[src/rtl/uart_mem_xfer.sv]
// UART-to-RAM transfer engine: loads little-endian words from an 8N1 serial stream into one of
// NUM_RAMS RAMs, or dumps RAM words out over serial. Optional timeout: UART_MEM_XFER_TIMEOUT_EN.
module uart_mem_xfer #(
  parameter int unsigned CLKS_PER_BIT   = 10417,
  parameter int unsigned BYTES_PER_WORD = 4,
  parameter int unsigned NUM_RAMS       = 2,
  parameter int unsigned ADDR_BIT       = 8,
  parameter int unsigned TIMEOUT_BYTES  = 4,
  localparam int unsigned DATA_W = 8 * BYTES_PER_WORD,
  localparam int unsigned SEL_W  = (NUM_RAMS > 1) ? $clog2(NUM_RAMS) : 1
) (
  input  logic                clk,
  input  logic                rst_n,
  input  logic                start,
  input  logic                mode,
  input  logic [SEL_W-1:0]    ram_sel,
  input  logic [ADDR_BIT:0]   xfer_len,
  input  logic                uart_rx,
  output logic                uart_tx,
  output logic [ADDR_BIT-1:0] mem_addr,
  output logic [DATA_W-1:0]   mem_wdata,
  output logic [NUM_RAMS-1:0] mem_we,
  input  logic [DATA_W-1:0]   mem_rdata,
  output logic                busy,
  output logic                done,
  output logic                err
);

  localparam int unsigned BI_W  = (BYTES_PER_WORD > 1) ? $clog2(BYTES_PER_WORD) : 1;
  localparam int unsigned CNT_W = $clog2(CLKS_PER_BIT + 1);
  localparam logic [CNT_W-1:0] BitEnd  = CNT_W'(CLKS_PER_BIT - 1);
  localparam logic [CNT_W-1:0] HalfBit = CNT_W'((CLKS_PER_BIT - 1) / 2);

  // Receiver: bit 0 is the start bit (checked mid-bit), 1..8 data LSB first, 9 the stop bit.
  logic [1:0]       rx_sync_q;
  logic             rx_act_q, rx_dv_q, rx_in;
  logic [CNT_W-1:0] rx_cnt_q;
  logic [3:0]       rx_bit_q;
  logic [7:0]       rx_byte_q;

  assign rx_in = rx_sync_q[1];

  always_ff @(posedge clk or negedge rst_n) begin
    if (!rst_n) begin
      rx_sync_q <= 2'b11;
      rx_act_q  <= 1'b0;
      rx_dv_q   <= 1'b0;
      rx_cnt_q  <= '0;
      rx_bit_q  <= '0;
      rx_byte_q <= '0;
    end else begin
      rx_sync_q <= {rx_sync_q[0], uart_rx};
      rx_dv_q   <= 1'b0;
      if (!rx_act_q) begin
        rx_cnt_q <= '0;
        rx_bit_q <= '0;
        rx_act_q <= !rx_in;
      end else if ((rx_bit_q == 4'd0) ? (rx_cnt_q == HalfBit) : (rx_cnt_q == BitEnd)) begin
        rx_cnt_q <= '0;
        rx_bit_q <= rx_bit_q + 4'd1;
        if (rx_bit_q == 4'd0) begin
          rx_act_q <= !rx_in;  // glitch: line already back high
        end else if (rx_bit_q == 4'd9) begin
          rx_act_q <= 1'b0;
          rx_dv_q  <= rx_in;   // framing error drops the byte
        end else begin
          rx_byte_q <= {rx_in, rx_byte_q[7:1]};
        end
      end else begin
        rx_cnt_q <= rx_cnt_q + CNT_W'(1);
      end
    end
  end

  // Transmitter
  logic             tx_dv, tx_act_q, tx_done_q;
  logic [7:0]       tx_byte;
  logic [CNT_W-1:0] tx_cnt_q;
  logic [3:0]       tx_bit_q;
  logic [9:0]       tx_shift_q;

  always_ff @(posedge clk or negedge rst_n) begin
    if (!rst_n) begin
      tx_act_q   <= 1'b0;
      tx_done_q  <= 1'b0;
      tx_cnt_q   <= '0;
      tx_bit_q   <= '0;
      tx_shift_q <= '1;
    end else begin
      tx_done_q <= 1'b0;
      if (!tx_act_q) begin
        if (tx_dv) begin
          tx_act_q   <= 1'b1;
          tx_shift_q <= {1'b1, tx_byte, 1'b0};
          tx_cnt_q   <= '0;
          tx_bit_q   <= '0;
        end
      end else if (tx_cnt_q == BitEnd) begin
        tx_cnt_q   <= '0;
        tx_shift_q <= {1'b1, tx_shift_q[9:1]};
        tx_bit_q   <= tx_bit_q + 4'd1;
        if (tx_bit_q == 4'd9) begin
          tx_act_q  <= 1'b0;
          tx_done_q <= 1'b1;
        end
      end else begin
        tx_cnt_q <= tx_cnt_q + CNT_W'(1);
      end
    end
  end

  assign uart_tx = !tx_act_q | tx_shift_q[0];

  // Transfer sequencer
  typedef enum logic [2:0] {
    StIdle, StRxCollect, StRxWrite, StTxFetch, StTxLoad, StTxSend, StTxWait, StFinish
  } state_e;

  state_e              state_q, state_d;
  logic [SEL_W-1:0]    sel_q, sel_d;
  logic [ADDR_BIT:0]   len_q, len_d;
  logic [ADDR_BIT-1:0] word_idx_q, word_idx_d;
  logic [BI_W-1:0]     byte_idx_q, byte_idx_d;
  logic [DATA_W-1:0]   word_q, word_d;
  logic                err_q, err_d;
  logic                last_word, last_byte, timeout;

  // len_q is one bit wider than the index, so len = 2^ADDR_BIT ends at the top address.
  assign last_word = ({1'b0, word_idx_q} + (ADDR_BIT + 1)'(1)) == len_q;
  assign last_byte = byte_idx_q == BI_W'(BYTES_PER_WORD - 1);

`ifdef UART_MEM_XFER_TIMEOUT_EN
  localparam int unsigned ToLim = TIMEOUT_BYTES * 10 * CLKS_PER_BIT;
  localparam int unsigned TO_W  = $clog2(ToLim + 1);
  logic [TO_W-1:0] to_cnt_q;

  always_ff @(posedge clk or negedge rst_n) begin
    if (!rst_n) begin
      to_cnt_q <= '0;
    end else if (state_q != StRxCollect || byte_idx_q == '0 || rx_dv_q || timeout) begin
      to_cnt_q <= '0;
    end else begin
      to_cnt_q <= to_cnt_q + TO_W'(1);
    end
  end

  assign timeout = to_cnt_q == TO_W'(ToLim - 1);
`else
  // Partial words wait indefinitely; TIMEOUT_BYTES only matters when the timeout is built.
  assign timeout = (TIMEOUT_BYTES == 0) && 1'b0;
`endif

  always_ff @(posedge clk or negedge rst_n) begin
    if (!rst_n) begin
      state_q    <= StIdle;
      sel_q      <= '0;
      len_q      <= '0;
      word_idx_q <= '0;
      byte_idx_q <= '0;
      word_q     <= '0;
      err_q      <= 1'b0;
    end else begin
      state_q    <= state_d;
      sel_q      <= sel_d;
      len_q      <= len_d;
      word_idx_q <= word_idx_d;
      byte_idx_q <= byte_idx_d;
      word_q     <= word_d;
      err_q      <= err_d;
    end
  end

  always_comb begin
    state_d    = state_q;
    sel_d      = sel_q;
    len_d      = len_q;
    word_idx_d = word_idx_q;
    byte_idx_d = byte_idx_q;
    word_d     = word_q;
    err_d      = err_q;
    tx_dv      = 1'b0;
    tx_byte    = word_q[{byte_idx_q, 3'b000} +: 8];
    mem_we     = '0;
    unique case (state_q)
      StIdle: if (start) begin
        sel_d      = ram_sel;
        len_d      = (xfer_len == '0) ? {1'b1, {ADDR_BIT{1'b0}}} : xfer_len;
        err_d      = 1'b0;
        word_idx_d = '0;
        byte_idx_d = '0;
        if ({1'b0, ram_sel} >= (SEL_W + 1)'(NUM_RAMS)) begin
          err_d   = 1'b1;
          state_d = StFinish;
        end else begin
          state_d = mode ? StTxFetch : StRxCollect;
        end
      end
      StRxCollect: begin
        if (timeout) begin
          byte_idx_d = '0;
          err_d      = 1'b1;
        end else if (rx_dv_q) begin
          word_d[{byte_idx_q, 3'b000} +: 8] = rx_byte_q;
          if (last_byte) begin
            byte_idx_d = '0;
            state_d    = StRxWrite;
          end else begin
            byte_idx_d = byte_idx_q + BI_W'(1);
          end
        end
      end
      StRxWrite: begin
        mem_we[sel_q] = 1'b1;
        if (rx_dv_q) begin
          word_d[7:0] = rx_byte_q;
          if (BYTES_PER_WORD > 1) byte_idx_d = BI_W'(1);
        end
        if (last_word) begin
          state_d = StFinish;
        end else begin
          word_idx_d = word_idx_q + ADDR_BIT'(1);
          state_d    = StRxCollect;
        end
      end
      StTxFetch: state_d = StTxLoad;
      StTxLoad: begin
        word_d     = mem_rdata;
        byte_idx_d = '0;
        state_d    = StTxSend;
      end
      StTxSend: begin
        tx_dv   = 1'b1;
        state_d = StTxWait;
      end
      StTxWait: if (tx_done_q) begin
        if (!last_byte) begin
          byte_idx_d = byte_idx_q + BI_W'(1);
          state_d    = StTxSend;
        end else if (last_word) begin
          byte_idx_d = '0;
          state_d    = StFinish;
        end else begin
          byte_idx_d = '0;
          word_idx_d = word_idx_q + ADDR_BIT'(1);
          state_d    = StTxFetch;
        end
      end
      StFinish: state_d = StIdle;
      default:  state_d = StIdle;
    endcase
  end

  assign mem_addr  = word_idx_q;
  assign mem_wdata = word_q;
  assign busy      = (state_q != StIdle) && (state_q != StFinish);
  assign done      = state_q == StFinish;
  assign err       = err_q;

endmodule

[config.mk]
export PLATFORM = sky130hd
export DESIGN_NAME = uart_mem_xfer
export DESIGN_NICKNAME = d
export VERILOG_FILES = /design/src/rtl/uart_mem_xfer.sv
export SDC_FILE = /design/constraint.sdc
export NUM_CORES = 1
export LEC_CHECK = 0
export CAP_MARGIN = 10
export CORE_UTILIZATION = 35
export CTS_BUF_LIST = sky130_fd_sc_hd__clkbuf_4 sky130_fd_sc_hd__clkbuf_8 sky130_fd_sc_hd__clkbuf_16
export CTS_CLUSTER_DIAMETER = 200
export DETAILED_ROUTE_END_ITERATION = 12
export GPL_TIMING_DRIVEN = 0
export PLACE_DENSITY_LB_ADDON = 0.2
export SYNTH_ARGS = -nofsm -noshare
export SYNTH_HDL_FRONTEND = slang
export SYNTH_SLANG_ARGS = --single-unit
[constraint.sdc]
create_clock -name clk -period 2.5 [get_ports clk]
set_input_delay 0.5 -clock clk [delete_from_list [all_inputs] [get_ports clk]]
set_output_delay 0.5 -clock clk [all_outputs]
set_load 0.1 [all_outputs]
# Yosys cells after proc, flatten, opt, wreduce, memory -nomap -nowiden
# Index checks and enable logic that the tools add are counted.
[totals]
ff_bits = 115
input_bits = 47
[op_classes]
n_addsub = 8
order_cmp = 2
eq_ne = 23
shifts = 3
muxes = 59
n_bitwise = 3
reduce_logical = 21
[ops]
columns = ["cell", "n"]
rows = [
  ["$mux 14", 5],
  ["$pmux 24 s2", 1],
  ["$pmux 8 s3", 2],
  ["$mux 8", 5],
  ["$bwmux 32", 1],
  ["$mux 32", 1],
  ["$shift 8x7->32 const A", 1],
  ["$shiftx 32x6->8", 1],
  ["$shiftx 8x7->32", 1],
  ["$mux 10", 3],
  ["$add 14x1->14 const B", 2],
  ["$eq 14x14->1 const B", 2],
  ["$pmux 3 s8", 1],
  ["$mux 3", 7],
  ["$mux 4", 5],
  ["$mux 1", 18],
  ["$eq 14x13->1 const B", 1],
  ["$mux 2", 7],
  ["$eq 3x3->1 const B", 4],
  ["$ne 2x2->1 const B", 6],
  ["$reduce_and 4->1", 3],
  ["$pmux 2 s5", 1],
  ["$add 8x1->9 const B", 1],
  ["$eq 9x9->1", 1],
  ["other kinds (27)", 39],
]

# Depth between registers and ports, before layout
# Gate-level depths: netlist of run 1.
[logic_depth]
word_depth = 6
depth_mapped = 10
ltp_nobuf = 8

# Worst setup path before layout of run 1
# No wires, ideal clock.
[synth_timing]
kind = "reg-to-output"
from = "reg state_q[2]"
to = "out mem_we[1]"
arrival_time_ps = 3007
required_ps = 2000
slack_ps = -1007
path_stages_with_launch = 4
path_buffers = 2
path_cell_list = "dfrtp_1 -> clkbuf_1 -> buf_1 -> nor3b_1"
[synth_via]
elab_chain_cells = 2
[synth_lines]
columns = ["item", "line", "text"]
rows = [
  ["from (decl)", "119", "state_e state_q, state_d;"],
  ["from (signal assigned)", "155", "state_q <= StIdle;"],
  ["from (signal assigned)", "163", "state_q <= state_d;"],
  ["$eq 3x2->1", "184", "unique case (state_q)"],
  ["$mux 2", "184", ""],
  ["to (decl)", "22", "output logic [NUM_RAMS-1:0] mem_we,"],
]
# No other way between the ends.

# Final worst setup path of run 1
[layout_timing]
from = "reg word_q[24] (netlist: mem_wdata[24])"
to = "out mem_wdata[24]"
[layout_rtl]
columns = ["item", "line", "text"]
rows = [
  ["from (decl)", "124", "logic [DATA_W-1:0] word_q, word_d;"],
  ["from (signal assigned)", "168", "word_q <= word_d;"],
  ["to (decl)", "21", "output logic [DATA_W-1:0] mem_wdata,"],
]
# No word-level cell between the ends.

==> flow_summary.ini, run 1 <==
[status]
status = finished, final reports clean

[cells_and_area]
fillCellCount = 1537
final_common_cell = dfrtp_1
syn_to_final_growth_pct = 33.9
layout_common_cells = dfrtp_1, nand2_1, clkdlybuf4s50_1
antenna_cells = 0
nets = 778
drive_gt1_share_pct = 19.0
finalInstanceArea_um2 = 8060
fin_cells = 950

[setup_path]
cp_slowest_cell = clkdlybuf4s50_1
r2r_end = rx_byte_q[3]$_DFFE_PN0P_
cp-startpoint = mem_wdata[24]$_DFFE_PN0P_
critical_path.cell_chain = clkdlybuf4s50_1
cp_slowest_stage_delay_ns = 1.15
cp-end-kind = output port
critPathArrivalTime_ns = 1.96
crit_buf_inv = 1
r2r_cells = 8
crit_fanout = 3
start_kind = flop
crit_family = buffers and inverters
required_ns = 2.00
r2r_start = rx_bit_q[0]$_DFFE_PN0P_
crit_type = reg -> out
r2r_setup_slack_ns = 0.13

[logic_synthesis]
yosys.area.top_type = dfrtp_1
postSynthAreaPerCell_um2 = 10.1
ys_seq_area_share_pct = 47.6
async_reset_ff_share_pct = 100
synthTopCellsByArea = dfrtp_1, dfstp_2, nand2_1
syn_inst = 597
ys_ff_latch = 114
synthFlopType = dfrtp_1
synth_cell_types = 66
yosys_warnings = 0
synth_top_area_share_pct = 42.8
netlist_area_um2 = 6020
synth_nets = 658
synth-edff-count = 0

[routing]
drt-initial-drc-count = 340
vias = 5071
postRouteAntennaNets = 0
first_pass_iters = 6
drc = 0
avgViaCountPerCell = 5.34
avgRoutedWirePerCell_um = 16.8
drt-total-wl_um = 16000

[global_routing]
grt_pass1_wl_um = 27200
antenna_found_initial = 0
grt_pass1_vias = 5212
grt_start_max_net_pins = 66
overflow = 0
grt_use_total_pct = 19.5

[sta]
fin_crit_sh_pct = 98.6
worstMarginPinSlew_ns = 0.996
finalCriticalPeriod_ns = 2.46
max-slew-margin-rel_pct = 33.5
setup_violations = 0
final_max_slew_viol_count = 0
timing.hold.ws_ns = 0.0165
finClkSkew_ns = 0.0111
rsz0062_at_grt = no
hold_viol_final = 0
max_freq_mhz = 406

[placement]
gp_congestion = 0.859
place_area_um2 = 7280
placed_cells = 910
hpwlAfterDp_um = 11300
port_buffers = 91

[clock_tree]
path_clk_slew_ns = 0.05
clk_latency_ns = 0.42
numCtsBuffers = 17
clock_sinks = 114
root_buffer = clkbuf_16
cts_buffer_depth = 2
hold_buffers = 0
htree_levels = 4
cts_tree = built

[power_and_ir_drop]
vdd_ir_drop_max_uv = 460
power.density_nw_per_um2 = 590
p_leak_nw = 3.55

[die]
start_util_pct = 36.1
dieArea_um2 = 17700
core_um2 = 16700
die_h_um = 133
placementRows = 47
io_pins = 93
chipWidth_um = 133

[min_path]
hp-class = in -> async

[flow_run]
drv_cap = 0
-- registers in the layout (all words and copies together) (netlist names), 4 cells and up --
signal      flops
tx_shift_q      9
rx_bit_q        4
mem_wdata      32
mem_addr        8
tx_cnt_q       14
rx_cnt_q       14
rx_byte_q       8
len_q           9
tx_bit_q        4
-- final cells by class --
cell class / instances / area [um^2] / share of cell area (%)
inverters: 31 / 116 / 1.44
repair buffers: 102 / 1060 / 13.1
clock buffers: 18 / 439 / 5.45
plain buffers: 22 / 115 / 1.43
multi-input cells: 429 / 3030 / 37.6
clock inverters: 14 / 156 / 1.94
well taps: 220 / 275 / 3.41
flip-flops and latches: 114 / 2870 / 35.6
-- synth_stat cells, drive strengths merged (3+ instances only) --
| master | instances |
|---|---|
| or2 | 5 |
| inv | 31 |
| mux2 | 17 |
| xnor2 | 11 |
| mux4 | 8 |
| buf | 13 |
| nand3 | 19 |
| o2bb2ai | 5 |
| and3 | 7 |
| nor4 | 5 |
| nand4 | 4 |
| nor2 | 48 |
| and2 | 8 |
| nor3 | 12 |
| mux2i | 7 |
| a22oi | 16 |
| dfrtp | 103 |
| o31ai | 5 |
| xor2 | 18 |
| a21oi | 29 |
| ha | 14 |
| or3 | 6 |
| o2111ai | 3 |
| clkbuf | 10 |
| o311ai | 5 |
| a222oi | 16 |
| nand2b | 11 |
| nand2 | 62 |
| nor3b | 5 |
| dfstp | 11 |
| o21ai | 50 |
| nor2b | 6 |
-- routing by layer --
metal  track usage [%]  up-vias  routed length [um]
li1                  -     2408                   -
met1              25.4     2490                7010
met2              30.8      143                7850
met3              5.14       30                 797
met4              8.21        0                 335
met5                 0        -                   0
-- worst max path at each step --
| stage | to | slack, ns | cells past startpoint |
|---|---|---|---|
| 3_3_place_gp | mem_addr[0]$_DFFE_PN0P_ | -3.91 | 1 |
| 6_report | mem_wdata[24] | 0.04 | 1 |
| 2_1_floorplan | mem_we[1] | -0.06 | 3 |
| 5_1_grt | mem_wdata[24] | 0.0002 | 1 |
| 4_1_cts | mem_wdata[25] | 0.0003 | 1 |
| 3_5_place_dp | done | -0.64 | 4 |
-- metrics by stage --
step	worst slack (ns)	setup TNS [ns]	util [%]	power, mW
after floorplan	-0.0566	-0.0566	-	2.19
after global placement	-3.91	-393.72	43.4	2.38
after detailed placement	-0.641	-7.98	43.6	2.39
after CTS	0.000259	0	47.5	4.83
after global routing	0.000177	0	48.3	4.94
final	0.0356	0	48.3	4.76
-- worst reg2reg max path: cells and delay by family, from the launching register on --
family,cells,cell delay (ns)
flip-flops,1,0.37
AO/OA/AOI/OAI,1,0.19
AND/OR/NAND/NOR,3,0.89
buffers and inverters,2,0.26
multiplexers,1,0.35
adder cells (fa/ha/maj),1,0.20
-- cell families after synthesis --
group	synth area share [%]
and+or+nand+nor	17.5
AOI/OAI and AO/OA	16.4
DFF	47.6
buffers and inverters	3.68
muxes	7.33
xor gates and xnor gates	4.53
adders and majority gates	2.91
other	0.0622
-- where the power goes --
part | switching (mW) | leakage [nW] | internal, mW
registers | 0.0287 | 1.39 | 1.89
clock network | 0.914 | 0.267 | 1.50
logic | 0.290 | 1.89 | 0.140
-- repair_timing --
action	in CTS	in global routing
endpoints found under the setup margin	60	78
setup buffers	4	5
resized for setup	47	36
pin swaps	2	2
(Power assumes the default switching activity.)
==> inputs of run 2 (changes only) <==
--- a/config.mk
+++ b/config.mk
@@ -12,6 +12,7 @@
 export DETAILED_ROUTE_END_ITERATION = 12
 export GPL_TIMING_DRIVEN = 0
 export PLACE_DENSITY_LB_ADDON = 0.2
+export SLEW_MARGIN = 20
 export SYNTH_ARGS = -nofsm -noshare
 export SYNTH_HDL_FRONTEND = slang
 export SYNTH_SLANG_ARGS = --single-unit
==> constraint.sdc (replaced) <==
create_clock -name clk -period 2.5 [get_ports clk]
set_input_delay 0.75 -clock clk [delete_from_list [all_inputs] [get_ports clk]]
set_output_delay 0.75 -clock clk [all_outputs]
set_load 0.1 [all_outputs]
==> run 2 against run 1 <==
Global-route usage grew 0.089 points; combinational power decreased by 4%; hold slack gained 0.20 ns; clock power about the same; total power about the same; critical path depth unchanged; critical path type unchanged.
==> flow_summary.ini, run 2 (same netlist as run 1, synthesis figures left out) <==
[sta]
worstMarginPinSlew_ns = 0.984
setup_violations = 0
timing.hold.ws_ns = 0.216
max-slew-margin-rel_pct = 34.6
fin_crit_sh_pct = 97.7
final_max_slew_viol_count = 0
fin_ws_ns = 0.0580
finClkSkew_ns = 0.00926
hold_viol_final = 0
max_freq_mhz = 409
finalCriticalPeriod_ns = 2.44
rsz0062_at_grt = no

[setup_path]
crit_family = buffers and inverters
r2r_start = rx_bit_q[1]$_DFFE_PN0P_
start_kind = flop
cp_slowest_cell = dlygate4sd2_1
r2r_setup_slack_ns = 0.13
required_ns = 1.75
r2r_cells = 8
crit_fanout = 4
critical_path.cell_chain = dlygate4sd2_1
critPathArrivalTime_ns = 1.69
crit_buf_inv = 1
cp-end-kind = output port
crit_type = reg -> out
cp_slowest_stage_delay_ns = 0.87
r2r_end = rx_byte_q[3]$_DFFE_PN0P_

[cells_and_area]
finalInstanceArea_um2 = 7950
largest_reg_flops = 32
nets = 775
syn_to_final_growth_pct = 32.0
layout_common_cells = dfrtp_1, nand2_1, o21ai_0
antenna_cells = 0
fin_cells = 947
final_common_cell = dfrtp_1
drive_gt1_share_pct = 19.3

[global_routing]
grt_pass1_vias = 5268
grt_start_max_net_pins = 81
overflow = 0
antenna_found_initial = 0
grt_pass1_wl_um = 27200
grt_use_total_pct = 19.6

[power_and_ir_drop]
pwr-share-clk_pct = 51.0
p_int_mw = 3.51
vdd_ir_drop_max_uv = 447
p_comb_share_pct = 8.7
power.density_nw_per_um2 = 599
p_leak_nw = 3.41
total_power_mw = 4.76
p_sw_share_pct = 26.2
power.switching_mw = 1.25
seqPwrFrac_pct = 40.2

[clock_tree]
path_clk_slew_ns = 0.06
cts_tree = built
hold_buffers = 0
numCtsBuffers = 17
root_buffer = clkbuf_16
htree_levels = 4
clk_latency_ns = 0.42
clock_sinks = 114
cts_buffer_depth = 2

[die]
dieArea_um2 = 17700
chipWidth_um = 133
io_pins = 93
start_util_pct = 36.1
die_h_um = 133
core_um2 = 16700
placementRows = 47

[routing]
postRouteAntennaNets = 0
avgViaCountPerCell = 5.45
drt-initial-drc-count = 345
drt-total-wl_um = 16400
drc = 0
vias = 5157
first_pass_iters = 6
avgRoutedWirePerCell_um = 17.3

[placement]
place_ws_ns = -0.853
hpwlAfterDp_um = 11400
placed_cells = 909
place_area_um2 = 7270
port_buffers = 91
gp_congestion = 0.863

[min_path]
hp-class = in -> async

[status]
status = finished, final reports clean

[flow_run]
drv_cap = 0
[run 2: layer usage]
metal  share of wire, %  up-vias  track usage, %  routed length (um)
met1                 44     2558            25.0                7170
met3                5.4       29            5.25                 889
met4                1.7        0            7.26                 277
met5                  0        -               0                   0
met2                 49      170            31.9                8090
li1                   -     2400               -                   -
[run 2: worst max path at each step]
stage	start	end	slack, ns	cells after the start
6_report	mem_addr[1]$_DFFE_PN0P_	mem_addr[1]	0.06	1
5_1_grt	mem_wdata[5]$_DFFE_PN0P_	mem_wdata[5]	0.01	1
4_1_cts	mem_addr[7]$_DFFE_PN0P_	mem_addr[7]	0.002	1
3_5_place_dp	state_q[2]$_DFFE_PN0P_	done	-0.85	4
3_3_place_gp	rst_n	mem_addr[0]$_DFFE_PN0P_	-4.25	1
2_1_floorplan	state_q[2]$_DFFE_PN0P_	mem_we[0]	-0.29	3
[run 2: power by group through the flow]
| stage | clock network [mW] | registers, mW | logic (mW) |
|---|---|---|---|
| after floorplan | 0 | 2.13 | 0.0524 |
| after global placement | 0 | 1.95 | 0.429 |
| after detailed placement | 0 | 1.95 | 0.439 |
| after CTS | 2.49 | 1.92 | 0.420 |
| after global routing | 2.57 | 1.92 | 0.437 |
| final | 2.43 | 1.92 | 0.415 |
[run 2: metrics by stage]
step                      utilization, %  setup TNS (ns)
final                               47.6               0
after global routing                47.6               0
after CTS                           47.4               0
after detailed placement            43.5          -11.29
after global placement              43.3         -432.49
after floorplan                        -          -0.603
[run 2: repair_timing]
item	in CTS	in global routing
pin swaps	3	3
gates resized for setup	98	18
endpoints found under the setup margin	87	51
cloned	0	0
setup buffers	4	3
[run 2: area by class of cell]
cell class / count / area, um^2
clock buffer: 18 / 439
buffer: 22 / 125
multi-input combinational: 429 / 3030
sequential: 114 / 2880
tap: 220 / 275
inverter: 31 / 116
clock inverter: 14 / 155
timing repair buffer: 99 / 936
fill: 1552 / 8750
==> inputs of run 3 (changes only) <==
--- a/config.mk
+++ b/config.mk
@@ -9,6 +9,7 @@
 export CORE_UTILIZATION = 35
 export CTS_BUF_LIST = sky130_fd_sc_hd__clkbuf_4 sky130_fd_sc_hd__clkbuf_8 sky130_fd_sc_hd__clkbuf_16
 export CTS_CLUSTER_DIAMETER = 200
+export CTS_CLUSTER_SIZE = 8
 export DETAILED_ROUTE_END_ITERATION = 12
 export GPL_TIMING_DRIVEN = 0
 export PLACE_DENSITY_LB_ADDON = 0.2
==> results of run 3 <==
Same layout as run 2: the final DEF is identical, and so are final timing and power.
